**src/rtl/imm_encoder_if.sv**
```systemverilog
// Request/beat bundle for imm_encoder: a valid/ready request side carrying the
// immediate and format code, and a valid/ready beat side carrying the Imm26 field.
interface imm_encoder_if;
    logic        in_valid;
    logic        in_ready;
    logic [63:0] in_imm;
    logic [2:0]  in_ctrl;
    logic        out_valid;
    logic        out_ready;
    logic [25:0] out_field;
    logic [1:0]  out_hw;
    logic        out_movk;
    logic        out_last;
    logic        out_err;

    modport master (
        output in_valid, in_imm, in_ctrl, out_ready,
        input  in_ready, out_valid, out_field, out_hw, out_movk, out_last, out_err
    );

    modport slave (
        input  in_valid, in_imm, in_ctrl, out_ready,
        output in_ready, out_valid, out_field, out_hw, out_movk, out_last, out_err
    );
endinterface

```
**src/rtl/imm_encoder.sv**
```systemverilog
// imm_encoder: packs a 64-bit immediate into the ARMv8 Imm26 field, splitting MOVZ constants
// into MOVZ/MOVK beats. Define IMM_ENC_SKIPZERO_EN to emit only nonzero MOVZ chunks.
module imm_encoder #(
    parameter int MAX_BEATS = 4
) (
    input logic          CLK,
    input logic          resetl,
    imm_encoder_if.slave bus
);
    typedef enum logic {IDLE, EMIT} state_t;

    state_t      state_q, state_d;
    logic [63:0] imm_q, imm_d;
    logic [25:0] field_q, field_d;
    logic [1:0]  hw_q, hw_d;
    logic        movk_q, movk_d;
    logic        last_q, last_d;
    logic        err_q, err_d;

    logic [63:0] srcImm;
    logic [3:0]  nzMask;
    logic [3:0]  rangeMask;
    logic [3:0]  emitMask;
    logic        movzErr;
    logic [2:0]  firstHit;
    logic [2:0]  nextHit;
    logic [1:0]  beatIdx;
    logic        moreAfter;
    logic [15:0] chunk;

    // Lowest set mask index >= lo, as {found, index}.
    function automatic logic [2:0] findFrom(input logic [3:0] mask, input logic [2:0] lo);
        logic [2:0] hit;
        hit = 3'b000;
        for (int k = 3; k >= 0; k--) begin
            if (mask[k] && (3'(k) >= lo)) begin
                hit = {1'b1, 2'(k)};
            end
        end
        return hit;
    endfunction

    function automatic logic anyFrom(input logic [3:0] mask, input logic [2:0] lo);
        logic hit;
        hit = 1'b0;
        for (int k = 0; k < 4; k++) begin
            if (mask[k] && (3'(k) >= lo)) begin
                hit = 1'b1;
            end
        end
        return hit;
    endfunction

    // Chunk selection serves both the first beat (from the live request) and later beats.
    always_comb begin
        srcImm = (state_q == IDLE) ? bus.in_imm : imm_q;
        for (int k = 0; k < 4; k++) begin
            nzMask[k]    = |srcImm[16*k +: 16];
            rangeMask[k] = (k < MAX_BEATS);
        end
        movzErr = |(nzMask & ~rangeMask);
`ifdef IMM_ENC_SKIPZERO_EN
        emitMask = nzMask & rangeMask;
`else
        emitMask = rangeMask;
`endif
        firstHit = findFrom(emitMask, 3'd0);
        nextHit  = findFrom(emitMask, {1'b0, hw_q} + 3'd1);
        if (state_q == IDLE) begin
            beatIdx = firstHit[2] ? firstHit[1:0] : 2'd0;
        end else begin
            beatIdx = nextHit[2] ? nextHit[1:0] : hw_q;
        end
        moreAfter = anyFrom(emitMask, {1'b0, beatIdx} + 3'd1);
        chunk     = srcImm[{beatIdx, 4'b0000} +: 16];
    end

    always_comb begin
        state_d = state_q;
        imm_d   = imm_q;
        field_d = field_q;
        hw_d    = hw_q;
        movk_d  = movk_q;
        last_d  = last_q;
        err_d   = err_q;
        case (state_q)
            IDLE: begin
                if (bus.in_valid) begin
                    state_d = EMIT;
                    imm_d   = bus.in_imm;
                    hw_d    = 2'd0;
                    movk_d  = 1'b0;
                    last_d  = 1'b1;
                    err_d   = 1'b0;
                    case (bus.in_ctrl)
                        3'b000: begin
                            field_d = {4'b0, bus.in_imm[11:0], 10'b0};
                            err_d   = |bus.in_imm[63:12];
                        end
                        3'b001: begin
                            field_d = {5'b0, bus.in_imm[8:0], 12'b0};
                            err_d   = !((&bus.in_imm[63:8]) || !(|bus.in_imm[63:8]));
                        end
                        3'b010: begin
                            field_d = bus.in_imm[25:0];
                            err_d   = !((&bus.in_imm[63:25]) || !(|bus.in_imm[63:25]));
                        end
                        3'b011: begin
                            field_d = {2'b0, bus.in_imm[18:0], 5'b0};
                            err_d   = !((&bus.in_imm[63:18]) || !(|bus.in_imm[63:18]));
                        end
                        3'b100: begin
                            // Unrepresentable constants collapse to one flagged beat.
                            if (movzErr) begin
                                field_d = {3'b0, 2'd0, bus.in_imm[15:0], 5'b0};
                                err_d   = 1'b1;
                            end else begin
                                hw_d    = beatIdx;
                                field_d = {3'b0, beatIdx, chunk, 5'b0};
                                last_d  = !moreAfter;
                            end
                        end
                        default: begin
                            field_d = '0;
                            err_d   = 1'b1;
                        end
                    endcase
                end
            end
            EMIT: begin
                if (bus.out_ready) begin
                    if (last_q) begin
                        state_d = IDLE;
                    end else begin
                        hw_d    = beatIdx;
                        field_d = {3'b0, beatIdx, chunk, 5'b0};
                        movk_d  = 1'b1;
                        last_d  = !moreAfter;
                        err_d   = 1'b0;
                    end
                end
            end
            default: state_d = IDLE;
        endcase
    end

    always_ff @(posedge CLK or negedge resetl) begin
        if (!resetl) begin
            state_q <= IDLE;
            imm_q   <= '0;
            field_q <= '0;
            hw_q    <= '0;
            movk_q  <= 1'b0;
            last_q  <= 1'b0;
            err_q   <= 1'b0;
        end else begin
            state_q <= state_d;
            imm_q   <= imm_d;
            field_q <= field_d;
            hw_q    <= hw_d;
            movk_q  <= movk_d;
            last_q  <= last_d;
            err_q   <= err_d;
        end
    end

    assign bus.in_ready  = (state_q == IDLE);
    assign bus.out_valid = (state_q == EMIT);
    assign bus.out_field = field_q;
    assign bus.out_hw    = hw_q;
    assign bus.out_movk  = movk_q;
    assign bus.out_last  = last_q;
    assign bus.out_err   = err_q;
endmodule
```
**src/flat_wrapper.sv**
```systemverilog
// flat-port wrapper written by rule: the top's interface ports become plain ports
module imm_encoder_flat 
#(
    parameter int MAX_BEATS = 4
)
  (CLK, resetl, bus_in_valid, bus_in_imm, bus_in_ctrl, bus_out_ready, bus_in_ready, bus_out_valid, bus_out_field, bus_out_hw, bus_out_movk, bus_out_last, bus_out_err);
  imm_encoder_if bus_i ();
  input logic CLK;
  input logic resetl;
  input wire logic [$bits(bus_i.in_valid)-1:0] bus_in_valid;
  input wire logic [$bits(bus_i.in_imm)-1:0] bus_in_imm;
  input wire logic [$bits(bus_i.in_ctrl)-1:0] bus_in_ctrl;
  input wire logic [$bits(bus_i.out_ready)-1:0] bus_out_ready;
  output wire logic [$bits(bus_i.in_ready)-1:0] bus_in_ready;
  output wire logic [$bits(bus_i.out_valid)-1:0] bus_out_valid;
  output wire logic [$bits(bus_i.out_field)-1:0] bus_out_field;
  output wire logic [$bits(bus_i.out_hw)-1:0] bus_out_hw;
  output wire logic [$bits(bus_i.out_movk)-1:0] bus_out_movk;
  output wire logic [$bits(bus_i.out_last)-1:0] bus_out_last;
  output wire logic [$bits(bus_i.out_err)-1:0] bus_out_err;
  assign bus_i.in_valid = bus_in_valid;
  assign bus_i.in_imm = bus_in_imm;
  assign bus_i.in_ctrl = bus_in_ctrl;
  assign bus_i.out_ready = bus_out_ready;
  assign bus_in_ready = bus_i.in_ready;
  assign bus_out_valid = bus_i.out_valid;
  assign bus_out_field = bus_i.out_field;
  assign bus_out_hw = bus_i.out_hw;
  assign bus_out_movk = bus_i.out_movk;
  assign bus_out_last = bus_i.out_last;
  assign bus_out_err = bus_i.out_err;
  imm_encoder #(.MAX_BEATS(MAX_BEATS)) u_core (.CLK(CLK), .resetl(resetl), .bus(bus_i));
endmodule
```
**config.mk**
```make
export PLATFORM = sky130hd
export DESIGN_NAME = imm_encoder_flat
export DESIGN_NICKNAME = d
export VERILOG_FILES = /design/src/rtl/imm_encoder_if.sv /design/src/rtl/imm_encoder.sv /design/src/flat_wrapper.sv
export SDC_FILE = /design/constraint.sdc
export NUM_CORES = 1
export LEC_CHECK = 0
export CORE_ASPECT_RATIO = 1.25
export CORE_UTILIZATION = 45
export CTS_BUF_LIST = sky130_fd_sc_hd__clkbuf_16
export CTS_CLUSTER_SIZE = 20
export DETAILED_ROUTE_END_ITERATION = 6
export PLACE_DENSITY = 0.73
export SYNTH_ARGS = -nofsm -noshare
export SYNTH_HDL_FRONTEND = slang
export SYNTH_SLANG_ARGS = --single-unit
```
**constraint.sdc**
```tcl
create_clock -name CLK -period 3.55 [get_ports CLK]
set_input_delay 0.355 -clock CLK [delete_from_list [all_inputs] [get_ports CLK]]
set_output_delay 0.355 -clock CLK [all_outputs]
set_load 0.05 [all_outputs]
```
Yosys cells after proc, flatten, opt, wreduce, memory -nomap -nowiden
Cells that the tools add are included.

Register bits: 96. Input bits: 71. Output and inout port bits: 33. Logic and storage cells: 86.

$add $sub $neg: 2. Order comparisons: 8. Equality and inequality tests: 7. Shift-type cells: 1. Multiplexer cells: 39. Bitwise gates (word level): 1. Reductions and logical operators: 21.

Operator list (number): 26-bit one-hot mux with 5 select lines (1); 26-bit 2-to-1 mux (3); 64-bit 2-to-1 mux (1); 64-bit by 7-bit variable part select with 16-bit output (1); 56-bit AND reduction (1); 56-bit OR reduction (1); 26-bit one-hot mux with 2 select lines (1); 52-bit OR reduction (1); 46-bit AND reduction (1); 46-bit OR reduction (1); 39-bit AND reduction (1); 39-bit OR reduction (1); 1-bit 2-to-1 mux (17); 1-bit by 3-bit greater-or-equal comparator with 1-bit output, first input constant (4); 2-bit by 3-bit greater-or-equal comparator with 1-bit output, first input constant (4); 2-bit 2-to-1 mux (6); 3-bit 2-to-1 mux (4); 1-bit one-hot mux with 2 select lines (4); 1-bit zero test (7); 2-bit by 1-bit adder with 3-bit output, second input constant (2); 3-bit by 2-bit == test with 1-bit output, second input constant (2); 2-bit inequality test, second input constant (3); 1-bit one-hot mux with 5 select lines (1); 2-bit one-hot mux with 2 select lines (1); 7 further kinds (10).

Longest topological paths before layout
Depth after elaboration: 18. Gate-level depth with buffers: 7. Depth with buffers taken out: 5.

Worst setup path after synthesis
No wires, ideal clock.

Path kind: register to register. Start: register u_core.state_q, in the netlist u_core.bus.out_valid. End: register u_core.movk_q, in the netlist u_core.bus.out_movk. Setup time: 0.067 ns. Data arrival time: 1.848 ns. Required time: 3.483 ns. Slack: 1.635 ns. Cell stages (with the launch flop): 7. Path buffers: 2. Clock period less this slack: 1.915 ns. Cells stage by stage: dfrtp_1 > inv_2 > nand2_1 > clkbuf_1 > clkbuf_1 > nand2_1 > nand2_1.

Cells in the longest elaborated chain, start to end: 3. Elaborated cells between the ends (all ways): 6. Those cells by class: eq/ne (3); mux (1); bitwise (1); reduce/logical (1).

Ends and longest elaborated chain: from (decl) (line imm_encoder.sv:12) `state_t state_q, state_d;`; from (signal assigned) (line imm_encoder.sv:157) `state_q <= state_d;`; 1-bit inverter (no source line) (*); named net bus_in_ready (line flat_wrapper.sv:14) `output wire logic [$bits(bus_i.in_ready)-1:0] bus_in_ready;`; 2-bit inequality test (no source line); 3-bit AND reduction (no source line); to (signal assigned) (line imm_encoder.sv:161) `movk_q <= movk_d;`; to (decl) (line imm_encoder.sv:16) `logic movk_q, movk_d;`.

Mark *: on every way through the listed nets, which the timed path passes. The rest lies on a longest branch. A chain may end at the register's enable or synchronous reset.

Worst setup path in the final report
Start: register u_core.hw_q[0], in the netlist u_core.bus.out_hw[0]. End: output port bus_out_hw[0].

RTL lines: from (decl) (line imm_encoder.sv:15) `logic [1:0] hw_q, hw_d;`; from (signal assigned) (line imm_encoder.sv:160) `hw_q <= hw_d;`; to (decl) (line flat_wrapper.sv:17) `output wire logic [$bits(bus_i.out_hw)-1:0] bus_out_hw;`.

No word-level cell between the ends.

==> results.yml <==
clock_tree:
  cts_root_buf: "clkbuf_16"
  clk_pin_slew_worst_paths_ns: 0.06
  cts_tree: "built"
  clock_latency_ns: 0.34
  cts_made_buffers: 9
  clockBufferDepth: 2
  cts_post_setup_buffers_inserted: 0
  numClockSinks: 80
  cts.hold.buffers_added: 0
  htree_levels: 3
  cts_resized: 0
global_routing:
  grt-ovfl-total: 0
  grt_pass1_vias: 4293
  antenna_found_initial: 0
  grt_max_degree: 81
  grt_util_all_layers: 0.2877
  grt_pass1_wl_um: 22320
routing:
  antenna_left: 0
  firstDrtPassIters: 4
  vias: 4300
  first_iter_violations: 333
  drc: 0
  vias_per_cell: 5.827
  drt_wl_total_um: 13890
  wl_per_cell_um: 18.82
placed_design:
  pre_cts_slack_ns: 0.9601
  placed_cells: 722
  gp_congestion: 0.9014
  numPortBuffers: 103
  place_hpwl_um: 10240
sta:
  finalMaxSlewViolations: 0
  worst_pin_slew_ns: 1.114
  max_freq_ghz: 0.3640
  fin_skew_ns: 0.007123
  rsz0062_at_grt: "no"
  hold_slack_ns: 0.1451
  min_period_over_period: 0.7739
  period_needed_ns: 2.747
  worst_slack_ns: 0.8026
  finalSetupViolCount: 0
  finalHoldViolCount: 0
  maxSlewHeadroom: 0.2574
  tns_ns: 0
synth:
  ys.flop_type: "dfrtp_1"
  synthAdderAreaFrac: 0
  synth_compound_area_frac: 0.1350
  synth_xor_area_frac: 0
  synth_cell_types: 47
  synth-seq-cells: 80
  ys_seq_area_frac: 0.4556
  async_flop_share: 1.000
  synth_top_family_by_area: "simple AND/OR/NAND/NOR gates"
  synthMuxAreaShare: 0.1048
  syn_area_per_cell_um2: 8.418
  synth-simple-area-share: 0.2691
  synth_nets: 593
  synth_cells: 522
  mappedNetlistArea_mm2: 0.004394
  synth_edf_count: 0
  yosys_warnings: 0
cells_and_area:
  multi_input_area_mm2: 0.002246
  syn_to_final_growth_pct: 32.32
  fill_cells: 835
  mostFrequentLayoutCells: "nand2_1 (199), clkdlybuf4s50_1 (102), dfrtp_1 (80), o21ai_0 (31), mux2i_1 (28)"
  register_area_mm2: 0.002002
  final_util: 0.6238
  instances_no_fill: 738
  antennaDiodeCount: 0
  fin_nets: 681
  drive_above_1_share: 0.07317
  layout_commonest_cell: "nand2_1"
floorplanning:
  start_util: 0.4715
  die_h_um: 112.5
  die_width_um: 90.39
  ioPinCount: 104
  core_area_mm2: 0.009320
  dieArea_mm2: 0.01017
  num_rows: 39
worst_setup_path:
  arrival_ns: 2.39
  worstPathRequired_ns: 3.19
  startpoint_type: "flip-flop"
  cp_num_buf_inv: 1
  cpLargestDelayFamily: "flip-flops"
  cp_max_fo: 21
  crit_path_end_kind: "output port"
  cp_slowest_cell: "dfrtp_1"
  max_stage_delay_ns: 1.08
  crit_chain: "clkdlybuf4s50_1"
  criticalPathCategory: "flip-flop to output port"
power:
  vdd_drop_max_mv: 0.3608
  p_leak_nw: 2.488
  powerDensity_mw_per_mm2: 696.8
min_path:
  hold_class: "primary input to async pin"
outcome:
  outcome: "finished clean"
run:
  cap_viol_max_count: 0
[sequential cells by signal, indices dropped and copies added (netlist names)]
register	flops
u_core.bus.out_valid	1
u_core.imm_q	48
u_core.bus.out_movk	1
u_core.bus.out_hw	2
u_core.bus.out_field	26
u_core.bus.out_err	1
u_core.bus.out_last	1
[where the power goes]
group	switching (mW)	internal, mW	total, mW
registers	0.239	1.25	1.49
clock network	0.388	0.546	0.934
logic	1.03	0.605	1.63
[cells in the mapped netlist (3+ instances only)]
library cell    n  area share
clkbuf_1       27       0.023
o221ai_1        3      0.0060
nor3_1          4      0.0046
nand2_1       200        0.17
nand4_1        15       0.021
mux4_2          5       0.026
nand2b_1        4      0.0057
buf_2           8      0.0091
a21oi_1        11       0.013
a311o_1         3      0.0068
mux2i_1        28       0.064
a22oi_1         6       0.010
a31oi_1         6      0.0085
o2111ai_1       4      0.0080
nor4_1         13       0.019
a221oi_1        3      0.0060
o21ai_0        31       0.035
nand4b_1        4      0.0080
dfrtp_1        80        0.46
mux2_2          6       0.015
nand3_1        11       0.013
a211oi_1        3      0.0051
nor2_1         11      0.0094
o22a_1          3      0.0060
o21ai_1         7      0.0080
[worst reg2reg max path: cells and delay by family (launching register included)]
family,cells,cell delay (ns)
mux,1,0.29
flops,1,1.08
compound gates,3,0.81
simple gates,1,0.06
[worst paths after layout]
kind,from,end,slack (ns),cells past startpoint
worst min register to register,u_core.imm_q[52]$_DFFE_PN0P_,u_core.imm_q[52]$_DFFE_PN0P_,0.47,2
max in group asynchronous,resetl,u_core.bus.out_field[17]$_DFFE_PN0P_,2.72,1
worst max register to register,u_core.bus.out_hw[0]$_DFFE_PN0P_,u_core.bus.out_field[19]$_DFFE_PN0P_,1.21,5
min in group CLK,u_core.imm_q[52]$_DFFE_PN0P_,u_core.imm_q[52]$_DFFE_PN0P_,0.47,2
worst max-delay path,u_core.bus.out_hw[0]$_DFFE_PN0P_,bus_out_hw[0],0.80,1
worst min-delay path,resetl,u_core.bus.out_field[1]$_DFFE_PN0P_,0.15,1
[layout make-up]
cell class,count,share of cell area
flip-flops and latches,80,0.3443
repair buffers,113,0.1898
well taps,123,0.02647
multi-input cells,403,0.3863
clock inverters,7,0.01248
clock buffers,9,0.03873
inverters,3,0.001937
[per-stage QoR]
stage / cell area [um2] / power, mW
after global placement: 5517 / 3.094
after CTS: 5814 / 4.077
after detailed placement: 5517 / 3.130
final: 5814 / 4.051
after global routing: 5814 / 4.283
after floorplan: 4394 / 2.502
[per-layer routing]
layer,wire length (um),GRT usage,vias up
met3,934,0.05420,29
met1,5842,0.3699,2056
li1,-,-,2023
met2,6693,0.4753,192
met5,0,0,-
met4,423,0.1237,0
[cell families (layout without fill, tap and decap cells)]
group | after synthesis | count (layout)
compound gates | 92 | 92
mux | 39 | 39
buf+inv | 39 | 132
flops | 80 | 80
simple gates | 272 | 272
(Power assumes the default switching activity.)
